--- src/rtl/pipe_pkg.sv ---
// pipe_pkg: shared pipeline widths, fetch record type and the NOP instruction used by ID
package pipe_pkg;
    localparam int PC_W = 32;
    localparam int INSTR_W = 32;
    typedef struct packed {
        logic [PC_W-1:0]    pc;
        logic [INSTR_W-1:0] instr;
    } fetch_t;
    localparam logic [INSTR_W-1:0] NOP_INSTR = 32'b0;
endpackage

--- src/rtl/ifq_mem.sv ---
// ifq_mem: DEPTH x W register array, synchronous write, asynchronous read
// Ports: clk; we/waddr/wdata write port; raddr/rdata combinational read port
module ifq_mem #(
    parameter int DEPTH = 4,
    parameter int W = 64
) (
    input  logic                     clk,
    input  logic                     we,
    input  logic [$clog2(DEPTH)-1:0] waddr,
    input  logic [W-1:0]             wdata,
    input  logic [$clog2(DEPTH)-1:0] raddr,
    output logic [W-1:0]             rdata
);
    logic [W-1:0] mem [DEPTH];
    always_ff @(posedge clk)
        if (we) mem[waddr] <= wdata;
    assign rdata = mem[raddr];
endmodule

--- src/rtl/if_id_queue.sv ---
// if_id_queue: in-order IF->ID instruction queue with valid/ready handshakes and branch flush
// Ports: clk; rst (sync, active-low); flush; in_valid/in_pc/in_instr/in_ready from IF;
//        out_valid/out_pc/out_instr/out_ready to ID; count = occupancy.
// Build option IFQ_BYPASS_EN: an empty queue passes IF's fetch straight to ID combinationally.
module if_id_queue #(
    parameter int DEPTH = 4,
    parameter int PC_W = 32,
    parameter int INSTR_W = 32
) (
    input  logic                       clk,
    input  logic                       rst,
    input  logic                       flush,
    input  logic                       in_valid,
    input  logic [PC_W-1:0]            in_pc,
    input  logic [INSTR_W-1:0]         in_instr,
    output logic                       in_ready,
    output logic                       out_valid,
    output logic [PC_W-1:0]            out_pc,
    output logic [INSTR_W-1:0]         out_instr,
    input  logic                       out_ready,
    output logic [$clog2(DEPTH+1)-1:0] count
);
    import pipe_pkg::*;
    localparam int AW = $clog2(DEPTH);
    localparam int CW = $clog2(DEPTH+1);
    localparam int W = PC_W + INSTR_W;
    // Pointers carry one extra wrap bit so full and empty are distinguishable
    logic [AW:0]  wr_ptr, rd_ptr;
    logic         empty, full, push, pop, bypass;
    logic [W-1:0] head;
    assign empty = wr_ptr == rd_ptr;
    assign full = (wr_ptr[AW-1:0] == rd_ptr[AW-1:0]) && (wr_ptr[AW] != rd_ptr[AW]);
    assign in_ready = ~full;
    assign count = CW'(wr_ptr - rd_ptr);
`ifdef IFQ_BYPASS_EN
    // A fetch consumed by ID in the same cycle never touches storage
    assign bypass = empty & ~flush & in_valid & out_ready;
    assign out_valid = ~flush & (~empty | in_valid);
    assign out_pc = empty ? in_pc : head[W-1:INSTR_W];
    assign out_instr = empty ? in_instr : head[INSTR_W-1:0];
`else
    assign bypass = 1'b0;
    assign out_valid = ~empty;
    assign out_pc = empty ? '0 : head[W-1:INSTR_W];
    assign out_instr = empty ? INSTR_W'(NOP_INSTR) : head[INSTR_W-1:0];
`endif
    assign push = in_valid & in_ready & ~flush & ~bypass;
    assign pop = ~empty & out_ready & ~flush;
    ifq_mem #(.DEPTH(DEPTH), .W(W)) u_mem (
        .clk(clk),
        .we(push),
        .waddr(wr_ptr[AW-1:0]),
        .wdata({in_pc, in_instr}),
        .raddr(rd_ptr[AW-1:0]),
        .rdata(head)
    );
    always_ff @(posedge clk) begin
        if (!rst) begin
            wr_ptr <= '0;
            rd_ptr <= '0;
        end else if (flush) begin
            rd_ptr <= wr_ptr;
        end else begin
            if (push) wr_ptr <= wr_ptr + 1'b1;
            if (pop) rd_ptr <= rd_ptr + 1'b1;
        end
    end
endmodule

--- config.mk ---
export PLATFORM = sky130hd
export DESIGN_NAME = if_id_queue
export DESIGN_NICKNAME = d
export VERILOG_FILES = /design/src/rtl/pipe_pkg.sv /design/src/rtl/ifq_mem.sv /design/src/rtl/if_id_queue.sv
export SDC_FILE = /design/constraint.sdc
export NUM_CORES = 1
export LEC_CHECK = 0
export CORE_MARGIN = 2
export CORE_UTILIZATION = 35
export CTS_BUF_LIST = sky130_fd_sc_hd__clkbuf_4 sky130_fd_sc_hd__clkbuf_8 sky130_fd_sc_hd__clkbuf_16
export DETAILED_ROUTE_END_ITERATION = 12
export PLACE_DENSITY_LB_ADDON = 0.08
export SYNTH_ARGS = -nofsm -noshare
export SYNTH_HDL_FRONTEND = slang
export SYNTH_SLANG_ARGS = --single-unit
--- constraint.sdc ---
create_clock -name clk -period 7.4 [get_ports clk]
set_clock_uncertainty 0.15 [all_clocks]
set_input_delay 2.22 -clock clk [delete_from_list [all_inputs] [get_ports clk]]
set_output_delay 2.22 -clock clk [all_outputs]
set_load 0.05 [all_outputs]
==> results of run 1 <==
==> layout by cell type, fill, tap and decap left out, types with 2 or more instances in the layout <==
master,instances
edfxtp_1,256
clkdlybuf4s50_1,137
mux4_2,64
nor2b_4,30
clkbuf_16,28
nor2b_1,27
inv_1,10
nand2_1,8
clkinv_1,8
and2b_2,7
ha_1,7
clkinv_2,7
dfxtp_1,6
buf_4,4
and2_4,3
mux2i_1,3
nor2_1,3
bufinv_16,3
nand2b_1,2
xor2_1,2
nor3_1,2
a211oi_1,2
o2111ai_1,2
or3b_1,2
a31oi_1,2
dfxtp_4,2
clkinvlp_4,2
clkbuf_4,2
==> kinds of logic after synthesis <==
kind of cell,Yosys count
simple gates,89
xor+xnor,3
buf+inv,33
compound gates,11
mux,67
flops,264
fa+ha+maj,8
==> critical path, cell delays in order (launching register included) <==
cell and delay [ps]:
dfxtp_1 400, inv_1 120, ha_1 330, nand2_1 180, nor2_4 130, buf_4 610
and2b_2 310, clkdlybuf4s50_1 700
==> Yosys cell counts, types with 3 or more instances <==
cell type / number
ha_1: 7
mux4_2: 64
inv_1: 10
and2_1: 4
buf_12: 3
edfxtp_1: 256
mux2i_1: 3
clkbuf_1: 9
nor2b_4: 30
buf_2: 6
nor2_1: 3
nand2_1: 8
dfxtp_1: 8
a211oi_1: 3
and2b_2: 7
nor2b_1: 27
==> how the worst max path moves through the flow <==
stage / start / to / slack (ps) / cells after the start
2_1_floorplan: flush / u_mem.mem[3][0]$_DFFE_PP_ / 1700 / 2
3_3_place_gp: wr_ptr[0]$_SDFFE_PN0P_ / out_pc[4] / 2190 / 7
3_5_place_dp: wr_ptr[0]$_SDFFE_PN0P_ / out_pc[4] / 2160 / 7
4_1_cts: wr_ptr[0]$_SDFFE_PN0P_ / out_pc[4] / 1580 / 7
5_1_grt: wr_ptr[0]$_SDFFE_PN0P_ / out_pc[4] / 1450 / 7
6_report: wr_ptr[0]$_SDFFE_PN0P_ / out_pc[4] / 1690 / 7
==> stage by stage <==
step | setup WS (ps) | power [mW] | hold WS, ps | std cells | util (%)
2_1_floorplan | 1704 | 2.234 | 331.0 | 475 | -
3_3_place_gp | 2187 | 2.460 | 349.6 | 984 | 41.54
3_5_place_dp | 2158 | 2.465 | 378.5 | 984 | 41.54
4_1_cts | 1581 | 3.831 | 394.6 | 1035 | 44.58
5_1_grt | 1450 | 3.922 | 434.4 | 1035 | 44.58
6_report | 1687 | 3.767 | 392.5 | 1035 | 44.58
==> power groups by stage <==
| stage | sequential [mW] | combinational, mW | clock, mW |
|---|---|---|---|
| finish | 1.71 | 0.708 | 1.35 |
| global route | 1.71 | 0.749 | 1.46 |
| CTS | 1.71 | 0.725 | 1.39 |
| detailed placement | 1.74 | 0.721 | 0 |
| global placement | 1.74 | 0.719 | 0 |
| floorplan | 1.71 | 0.520 | 0 |
==> layer usage <==
metal	share of wire (%)	vias up
met4	2.0	0
met1	40	2561
met2	53	113
met3	5.5	31
met5	0	-
li1	-	2213
==> registers in the layout (all words and copies together), names as in the netlist, named ones only <==
signal     count
rd_ptr         3
u_mem.mem    256
wr_ptr         3
==> final cells by class <==
type	instances	area, sq um
clock inverters	21	186.4
clock buffers	30	715.7
multi-input cells	178	2510
repair buffers	142	1421
inverters	10	37.54
fillers	2612	16420
flip-flops and latches	264	7855
well taps	390	488.0
==> Flow_metrics.wiki, run 1 <==
{| class="wikitable"
! Metric !! Value
|-
| Maximum Capacitance Violations || 0
|-
| Number of warnings reported in the yosys synthesis log || 0
|-
| Global routing usage on met1 || 16.34%
|-
| Diodes inserted || 0
|-
| Share of the synthesized area in compound gates (AO/OA/AOI/OAI) || 0.8072%
|-
| Aggregate global routing overflow || 0
|-
| Startpoint of the most critical register-to-register path || wr_ptr[0]$_SDFFE_PN0P_
|-
| Layer with the highest usage after global routing || met2
|-
| First-pass GRT wire length || 32.24 mm
|-
| Max-slew violations || 0
|-
| Clock latency of the later-clocked register in the worst-skew pair || 540 ps
|-
| Total nets after synthesis || 552
|-
| Die ar. || 0.03152 sq mm
|-
| Detailed Route WL || 21.01 mm
|-
| Largest net degree at the start of global routing || 65
|-
| Post-synth top area share || 72.93%
|-
| Cell internal power dissipation || 2.760 mW
|-
| Crit Path Max Fanout || 43
|-
| Number of port buffers || 137
|-
| Number of antenna-violating nets in the routed design || 0
|-
| Worst min-delay path class || flop to flop
|-
| H-tree level count || 1
|-
| Critical path startpoint category || flop
|-
| Finished layout cell area || 0.01321 sq mm
|-
| Post-synth top area cell || edfxtp_1
|-
| Relative slew slack || 27.59%
|-
| Synthesis-to-layout area growth || 25.37%
|-
| Total negative slack for setup checks || 0 ps
|-
| Yosys reg bits || 264
|-
| RSZ-0062 raised after global routing || false
|-
| Clock net sink count || 264
|-
| Flop2flop setup slack || 4340 ps
|-
| Met2 routing resource usage after global routing || 24.69%
|-
| Peak VDD IR || 177.0 uV
|-
| Half-perimeter wire length after placement || 11.39 mm
|-
| Clock tree from TritonCTS || built
|-
| Crit Path Category || flop to output port
|-
| Data required time at the worst endpoint || 5030 ps
|-
| Dominant synthesized flop cell || edfxtp_1
|-
| Depth of the most critical reg-to-reg path || 5
|-
| Number of violations reported at the end of detailed-routing iteration 0 || 340
|-
| Setup violations, final || 0
|-
| Mux cell area share after synthesis || 13.96%
|-
| Capturing point of the worst reg2reg path || u_mem.mem[1][2]$_DFFE_PP_
|-
| Number of search-and-repair iterations in the first detailed-routing pass || 4
|-
| Clock transition at the register clock pins on the worst setup and hold paths after CTS || 60 ps
|-
| Fin nets || 701
|-
| Horizontal die dimension || 177.5 microns
|-
| Arithmetic-cell share of the synthesized area counting full adders, half adders and majority gates || 1.021%
|-
| Endpoint of the worst hold path || wr_ptr[0]$_SDFFE_PN0P_
|-
| Hold-fix buffer count after cts || 0
|-
| Placeable Area || 0.02964 sq mm
|-
| Final count of hold timing violations || 0
|-
| Netlist area before placement || 0.01054 sq mm
|-
| Beginning of the worst hold path || wr_ptr[0]$_SDFFE_PN0P_
|-
| Post-synthesis share of cell area spent on xor and xnor gates || 0.4274%
|-
| Clk Tree Root Cell || clkbuf_16
|-
| Worst Tran Pin Value || 1086 ps
|-
| Antenna violations before repair || 0
|-
| Via count of the routed design || 4918
|-
| Top area cells in the synthesized netlist || edfxtp_1 73%, mux4_2 14%, nor2b_4 3.9%
|-
| Avg WL per Cell || 20.30 microns
|-
| Clk buf depth || 3
|-
| Starting Density || 35.56%
|-
| Number of unique standard cell types used by synthesis || 35
|-
| Average vias per placed instance || 4.752
|-
| Portion of total power attributed to the clock network || 35.8%
|-
| Vias in the first global route || 5578
|-
| Post-synth EDFFs || 256
|-
| Share of synthesized area occupied by flip-flops and latches || 74.45%
|-
| Post_cts resized || 0
|-
| Worst endpoint data arrival time || 3340 ps
|-
| Switching power || 1.006 mW
|-
| Sequential Power Share || 45.4%
|-
| Routability congestion estimate || 0.6923
|-
| Number of setup buffers added after CTS || 0
|-
| Total number of placement rows || 63
|-
| Gate power share || 18.8%
|-
| CP Capture Type || output port
|-
| Power per Cell Area || 285.0 mW/mm^2
|-
| Clock buffers created by TritonCTS || 28
|-
| Met3 track demand over resource in global routing || 3.235%
|-
| Maximum operating frequency || 175.0 MHz
|-
| Total routing usage reported by global routing || 13.60%
|-
| Worst hold path stage count || 2
|-
| Run status || complete, no violations
|-
| Simple-gate share of the synthesized area || 7.407%
|-
| Placed Instance Area || 0.01231 sq mm
|-
| Net switching share of the total power || 26.72%
|-
| Post-Synthesis Mean Instance Area || 22.19 sq um
|-
| Height of the die || 177.5 microns
|-
| Fraction of registers with async set or reset after synthesis || 0%
|-
| Final clock period utilization by the worst path || 77.20%
|-
| Main combinational cell family by area after synthesis || multiplexers
|-
| Shortest clock period the worst path allows after layout || 5713 ps
|-
| Count of mapped cells out of synthesis || 475
|-
| Share of cells above drive strength 1 || 24.34%
|-
| Pleak || 4.251 nW
|-
| # DRC || 0
|-
| I/O pin total || 138
|}
No activity file was read; power rests on OpenSTA's default activity.
==> inputs of run 2 (changes only) <==
- clock period: 7.4 -> 5.1 ns (I/O delays scaled with it)
==> run 2 against run 1 <==
Clock power rose by 57%. Clock-buffer cell count rose by 13. Largest cell class unchanged. Via count rose by 2.8%. Utilization rose by 0.82 points. Final area rose by 1.8%. Combinational power rose by 51%. Routed wire length rose by 2.4%. Global-route usage rose by 0.31 points. Worst setup slack got worse by 1400 ps. Critical endpoint is now out_pc[0]. Highest routed layer is now met5. Total power rose by 50%.
==> Flow_metrics.wiki, run 2 (synthesized netlist as in run 1, its figures left out) <==
{| class="wikitable"
! Metric !! Value
|-
| Shortest clock period the worst path allows after layout || 4830 ps
|-
| Top library cells by usage in the layout, fill and taps aside || 256 x edfxtp_1, 137 x clkdlybuf4s50_1, 64 x mux4_2
|-
| Largest reg by FF count || u_mem.mem
|-
| Run status || complete, no violations
|-
| Maximum operating frequency || 207.0 MHz
|-
| Startpoint of the most critical register-to-register path || wr_ptr[0]$_SDFFE_PN0P_
|-
| Max-slew violations || 0
|-
| Avg WL per Cell || 20.50 microns
|-
| Biggest registers after layout || u_mem.mem: 256 flops, rd_ptr: 3 flops, wr_ptr: 3 flops
|-
| Worst endpoint data arrival time || 3150 ps
|-
| Routability congestion estimate || 0.7168
|-
| Synthesis-to-layout area growth || 27.68%
|-
| Clock buffers created by TritonCTS || 30
|-
| Capturing point of the worst reg2reg path || u_mem.mem[0][25]$_DFFE_PP_
|-
| Vias in the first global route || 5672
|-
| Hold-fix buffer count after cts || 0
|-
| Horizontal die dimension || 177.5 microns
|-
| Half-perimeter wire length after placement || 12.26 mm
|-
| Peak VDD IR || 325.0 uV
|-
| Power per Cell Area || 419.8 mW/mm^2
|-
| Worst Tran Pin Value || 634.7 ps
|-
| Number of violations reported at the end of detailed-routing iteration 0 || 233
|-
| CP Capture Type || output port
|-
| Maximum Capacitance Violations || 0
|-
| Detailed Route WL || 21.52 mm
|-
| Share of cells above drive strength 1 || 26.56%
|-
| Number of port buffers || 137
|-
| Relative slew slack || 57.69%
|-
| Average vias per placed instance || 4.816
|-
| Starting Density || 35.56%
|-
| Utilization after layout || 45.41%
|-
| Clk buf depth || 3
|-
| Via count of the routed design || 5057
|-
| Pleak || 4.381 nW
|-
| RSZ-0062 raised after global routing || false
|-
| Aggregate global routing overflow || 0
|-
| Crit path from || wr_ptr[0]$_SDFFE_PN0P_
|-
| Number of setup buffers added after CTS || 0
|-
| Crit Path Max Fanout || 42
|-
| H-tree level count || 1
|-
| Final non-filler cell total || 1050
|-
| Most common cell after layout, fill and taps aside || edfxtp_1
|-
| Clock tree from TritonCTS || built
|-
| Total routing usage reported by global routing || 13.91%
|-
| Post_cts resized || 0
|-
| Clock net sink count || 264
|-
| Critical path startpoint category || flop
|-
| Height of the die || 177.5 microns
|-
| First-pass GRT wire length || 33.06 mm
|-
| Total negative slack for setup checks || 0 ps
|-
| Total number of placement rows || 63
|-
| Worst min-delay path class || flop to flop
|-
| Number of antenna-violating nets in the routed design || 0
|-
| Flop2flop setup slack || 2140 ps
|-
| # placed instances || 993
|-
| Die ar. || 0.03152 sq mm
|-
| Fin nets || 712
|-
| Clk Tree Root Cell || clkbuf_16
|-
| Largest net degree at the start of global routing || 66
|-
| Setup violations, final || 0
|-
| Placeable Area || 0.02964 sq mm
|-
| Clock transition at the register clock pins on the worst setup and hold paths after CTS || 60 ps
|-
| Critical Path End || out_pc[0]
|-
| Data required time at the worst endpoint || 3420 ps
|-
| Final count of hold timing violations || 0
|-
| Clock latency of the later-clocked register in the worst-skew pair || 530 ps
|-
| Final clock period utilization by the worst path || 94.71%
|-
| # DRC || 0
|-
| Total of fill cells in the finished design || 2589
|-
| Depth of the most critical reg-to-reg path || 6
|-
| Largest register FFs || 256
|-
| Number of search-and-repair iterations in the first detailed-routing pass || 4
|-
| I/O pin total || 138
|-
| Crit Path Category || flop to output port
|-
| Antenna violations before repair || 2
|}
==> run 2: cell types whose count changed in the layout (fill, tap and decap cells not counted), sizes merged <==
cell,previous run,this run
diode,0,1
bufinv,3,2
buf,5,14
clkinv,16,9
clkinvlp,2,1
inv,10,11
clkbuf,30,43
==> run 2: worst min path at each step <==
stage / startpoint / cells after the start / to / slack [ps]
2_1_floorplan: wr_ptr[0]$_SDFFE_PN0P_ / 2 / wr_ptr[0]$_SDFFE_PN0P_ / 330
3_3_place_gp: wr_ptr[0]$_SDFFE_PN0P_ / 2 / wr_ptr[0]$_SDFFE_PN0P_ / 360
3_5_place_dp: wr_ptr[0]$_SDFFE_PN0P_ / 2 / wr_ptr[0]$_SDFFE_PN0P_ / 390
4_1_cts: wr_ptr[0]$_SDFFE_PN0P_ / 2 / wr_ptr[0]$_SDFFE_PN0P_ / 400
5_1_grt: wr_ptr[0]$_SDFFE_PN0P_ / 2 / wr_ptr[0]$_SDFFE_PN0P_ / 430
6_report: wr_ptr[0]$_SDFFE_PN0P_ / 2 / wr_ptr[0]$_SDFFE_PN0P_ / 390
==> run 2: cell type report <==
cell class	instances	area, sq um	share of cell area, %
well taps	390	488.0	3.626
inverters	10	37.54	0.2789
clock inverters	13	116.4	0.8646
multi-input cells	178	2510	18.65
diodes	1	2.502	0.01859
clock buffers	43	897.1	6.666
repair buffers	151	1551	11.53
flip-flops and latches	264	7855	58.37
==> run 2: worst max-delay path: stages, from the launching register on <==
cell,delay [ps]
dfxtp_1,400
inv_1,130
ha_1,330
nand2_1,180
nor2_4,160
buf_12,390
and2b_2,300
clkdlybuf4s50_1,700
==> run 2: metal layers <==
| layer | wire length, microns | vias to the layer above | GRT usage, % |
|---|---|---|---|
| met5 | 13 | - | 0 |
| met1 | 8732 | 2661 | 16.86 |
| met4 | 443 | 2 | 3.484 |
| li1 | - | 2244 | - |
| met3 | 1098 | 38 | 3.128 |
| met2 | 11230 | 112 | 25.06 |
==> run 2: power by group <==
group / leakage, nW / switching, mW / internal, mW
clock: 0.509 / 0.803 / 1.32
sequential: 2.39 / 0.0313 / 2.43
combinational: 1.48 / 0.644 / 0.423
==> run 2: per-stage QoR <==
stage	cell area [sq um]	hold slack, ps	setup slack (ps)	power [mW]
finish	13460	391.5	269.8	5.649
detailed placement	12440	395.0	732.6	3.594
floorplan	10550	331.0	93.52	3.242
CTS	13460	403.7	188.9	5.738
global route	13460	426.5	107.9	5.860
global placement	12440	357.6	758.8	3.589
==> patch, RTL diff (settings of run 2) <==
The option `IFQ_BYPASS_EN` is turned on by a define.
--- a/src/rtl/if_id_queue.sv
+++ b/src/rtl/if_id_queue.sv
@@ -2,6 +2,8 @@
 // Ports: clk; rst (sync, active-low); flush; in_valid/in_pc/in_instr/in_ready from IF;
 //        out_valid/out_pc/out_instr/out_ready to ID; count = occupancy.
 // Build option IFQ_BYPASS_EN: an empty queue passes IF's fetch straight to ID combinationally.
+`define IFQ_BYPASS_EN
+
 module if_id_queue #(
     parameter int DEPTH = 4,
     parameter int PC_W = 32,
Behaviour: not the same (a bounded check fails within 4 cycles, from zero or initial values and one cycle with rst low).
==> patch against run 2 <==
  * Design area is 1.8% higher
  * Critical path type unchanged
  * Critical path depth up 1
  * Setup slack improved by 0.16 ns
  * Largest power group unchanged
  * Core utilization fell by 0.37 points
  * Non-clock buffer count increased by 1
  * Register-to-register slack better by 0.23 ns
  * Die area increased by 2.2%
  * Sequential cell count unchanged
  * Area after synthesis is 2.2% higher
  * Routed wire length rose by 5.2%
  * Power grew 8.8%
==> patch: results (changes against run 2) <==
Synth
  – Adder-cell area share of the yosys netlist: 0.999% (-0.022 points)
  – Seq/Total Area, Yosys: 72.8% (-1.6 points)
  – Post-synthesis xor/xnor area fraction: 0.314% (-0.11 points)
  – Dominant cells by area after synthesis: edfxtp_1 71%, mux4_1 9.5%, mux2_2 6.5%
  – Unique cell type count in the Yosys netlist: 40 (+14%)
  – Compound-Gate Fraction of Synth Area: 0.999% (+0.19 points)
  – Mapped Nets: 557 (+0.91%)
  – Post-synth EDFFs: 256 (unchanged)

Global routing
  – First-pass GRT wire length: 34200 um (+3.5%)
  – GRT Util Overall: 13.7% (-0.23 points)
  – Vias in the first global route: 5708 (+0.63%)
  – Largest net degree at the start of global routing: 65 (-1.5%)

Layout
  – Layout cells sized above 1: 27.9% (+1.3 points)
  – Diodes inserted: 0 (-1)

Setup path
  – R2r setup slk: 2.37 ns (+0.23 ns)
  – Crit path max fanout: 32 (-24%)
  – Crit Reg-Reg Endpoint: u_mem.mem[1][35]

Placement
  – Dpl hpwl: 12700 um (+3.9%)
  – GPL Wtd Cong: 0.694 (-3.2%)
  – Placement Cell Area: 0.0126 mm2 (+1.6%)

CTS
  – CTS buffer count: 29 (-3.3%)

Detailed routing
  – 1st-iter DRT viols: 273 (+17%)
  – Routed vias: 5334 (+5.5%)
  – DRT Wirelength: 22600 um (+5.2%)

Power and ir drop
  – Peak supply drop: 0.205 mV (-37%)
  – Leakage: 4.84 nW (+11%)

Outcome
  – Run status: completed

STA
  – Slew of the pin with the lowest slew margin: 0.644 ns (+0.00896 ns)
[patch: cell types whose count changed in the layout (fill, tap and decap cells not counted), moves of 26 or more]
cell | before | now
mux4_1 | 0 | 39
mux4_2 | 64 | 25
buf_4 | 8 | 34
mux2_2 | 0 | 62
nor2b_1 | 27 | 0
nor2b_4 | 30 | 1
clkdlybuf4s50_1 | 137 | 72
dlymetal6s2s_1 | 0 | 38
[patch: worst max-delay path by stage]
stage                     start         endpoint  depth (start not counted)
floorplan             out_ready  u_mem.mem[2][0]                          4
global placement    in_instr[9]     out_instr[9]                          3
detailed placement  in_instr[9]     out_instr[9]                          3
CTS                   wr_ptr[0]       out_pc[26]                          7
global route          wr_ptr[0]       out_pc[28]                          8
finish                wr_ptr[0]       out_pc[28]                          8
[patch: cell type report]
| type | count | area (um2) |
|---|---|---|
| fillers | 2602 | 16700 |
| flip-flops and latches | 264 | 7850 |
| multi-input cells | 182 | 2750 |
| repair buffers | 152 | 1610 |
| clock buffers | 35 | 771 |
| well taps | 396 | 495 |
| clock inverters | 18 | 191 |
| inverters | 9 | 33.8 |
[patch: logic make-up after synthesis]
logic type	after synthesis
flip-flops	264
buffers and inverters	34
AO/OA/AOI/OAI	14
AND/OR/NAND/NOR	26
adder cells (fa/ha/maj)	8
XOR/XNOR	3
multiplexers	131
[patch: stage by stage]
step	std cells	hold slack, ns	utilization (%)	setup WS [ns]
2_1_floorplan	480	0.331	-	0.600
3_3_place_gp	1002	0.355	41.5	0.352
3_5_place_dp	1002	0.405	41.5	0.331
4_1_cts	1056	0.423	44.7	0.0447
5_1_grt	1056	0.451	45.0	0.224
6_report	1056	0.417	45.0	0.434
[patch: timing repair]
item / 4_1_cts / 5_1_grt
buffers inserted: 1 / 0
resized for setup: 0 / 38
setup endpoints to repair: 31 / 38
pin swaps: 1 / 0
[patch: metal layers]
layer / GRT usage, % / up-vias / share of wire, %
li1: - / 2360 / -
met1: 18.5 / 2806 / 45
met2: 22.5 / 137 / 48
met3: 3.38 / 31 / 5.4
met4: 2.99 / 0 / 1.7
met5: 0 / - / 0
[patch: worst max-delay path: stages, from the launching register on]
cell	delay [ns]
dfxtp_1	0.41
inv_1	0.12
ha_1	0.36
nand2_1	0.25
nor2_4	0.28
buf_12	0.26
buf_4	0.18
mux2_2	0.37
buf_4	0.20
[patch: power breakdown]
part | leakage, nW | internal, W | switching (W) | total (W)
Combinational | 1.98 | 0.000614 | 0.000961 | 0.00158
Sequential | 2.39 | 0.00247 | 0.0000210 | 0.00249
Clock | 0.479 | 0.00127 | 0.000808 | 0.00208
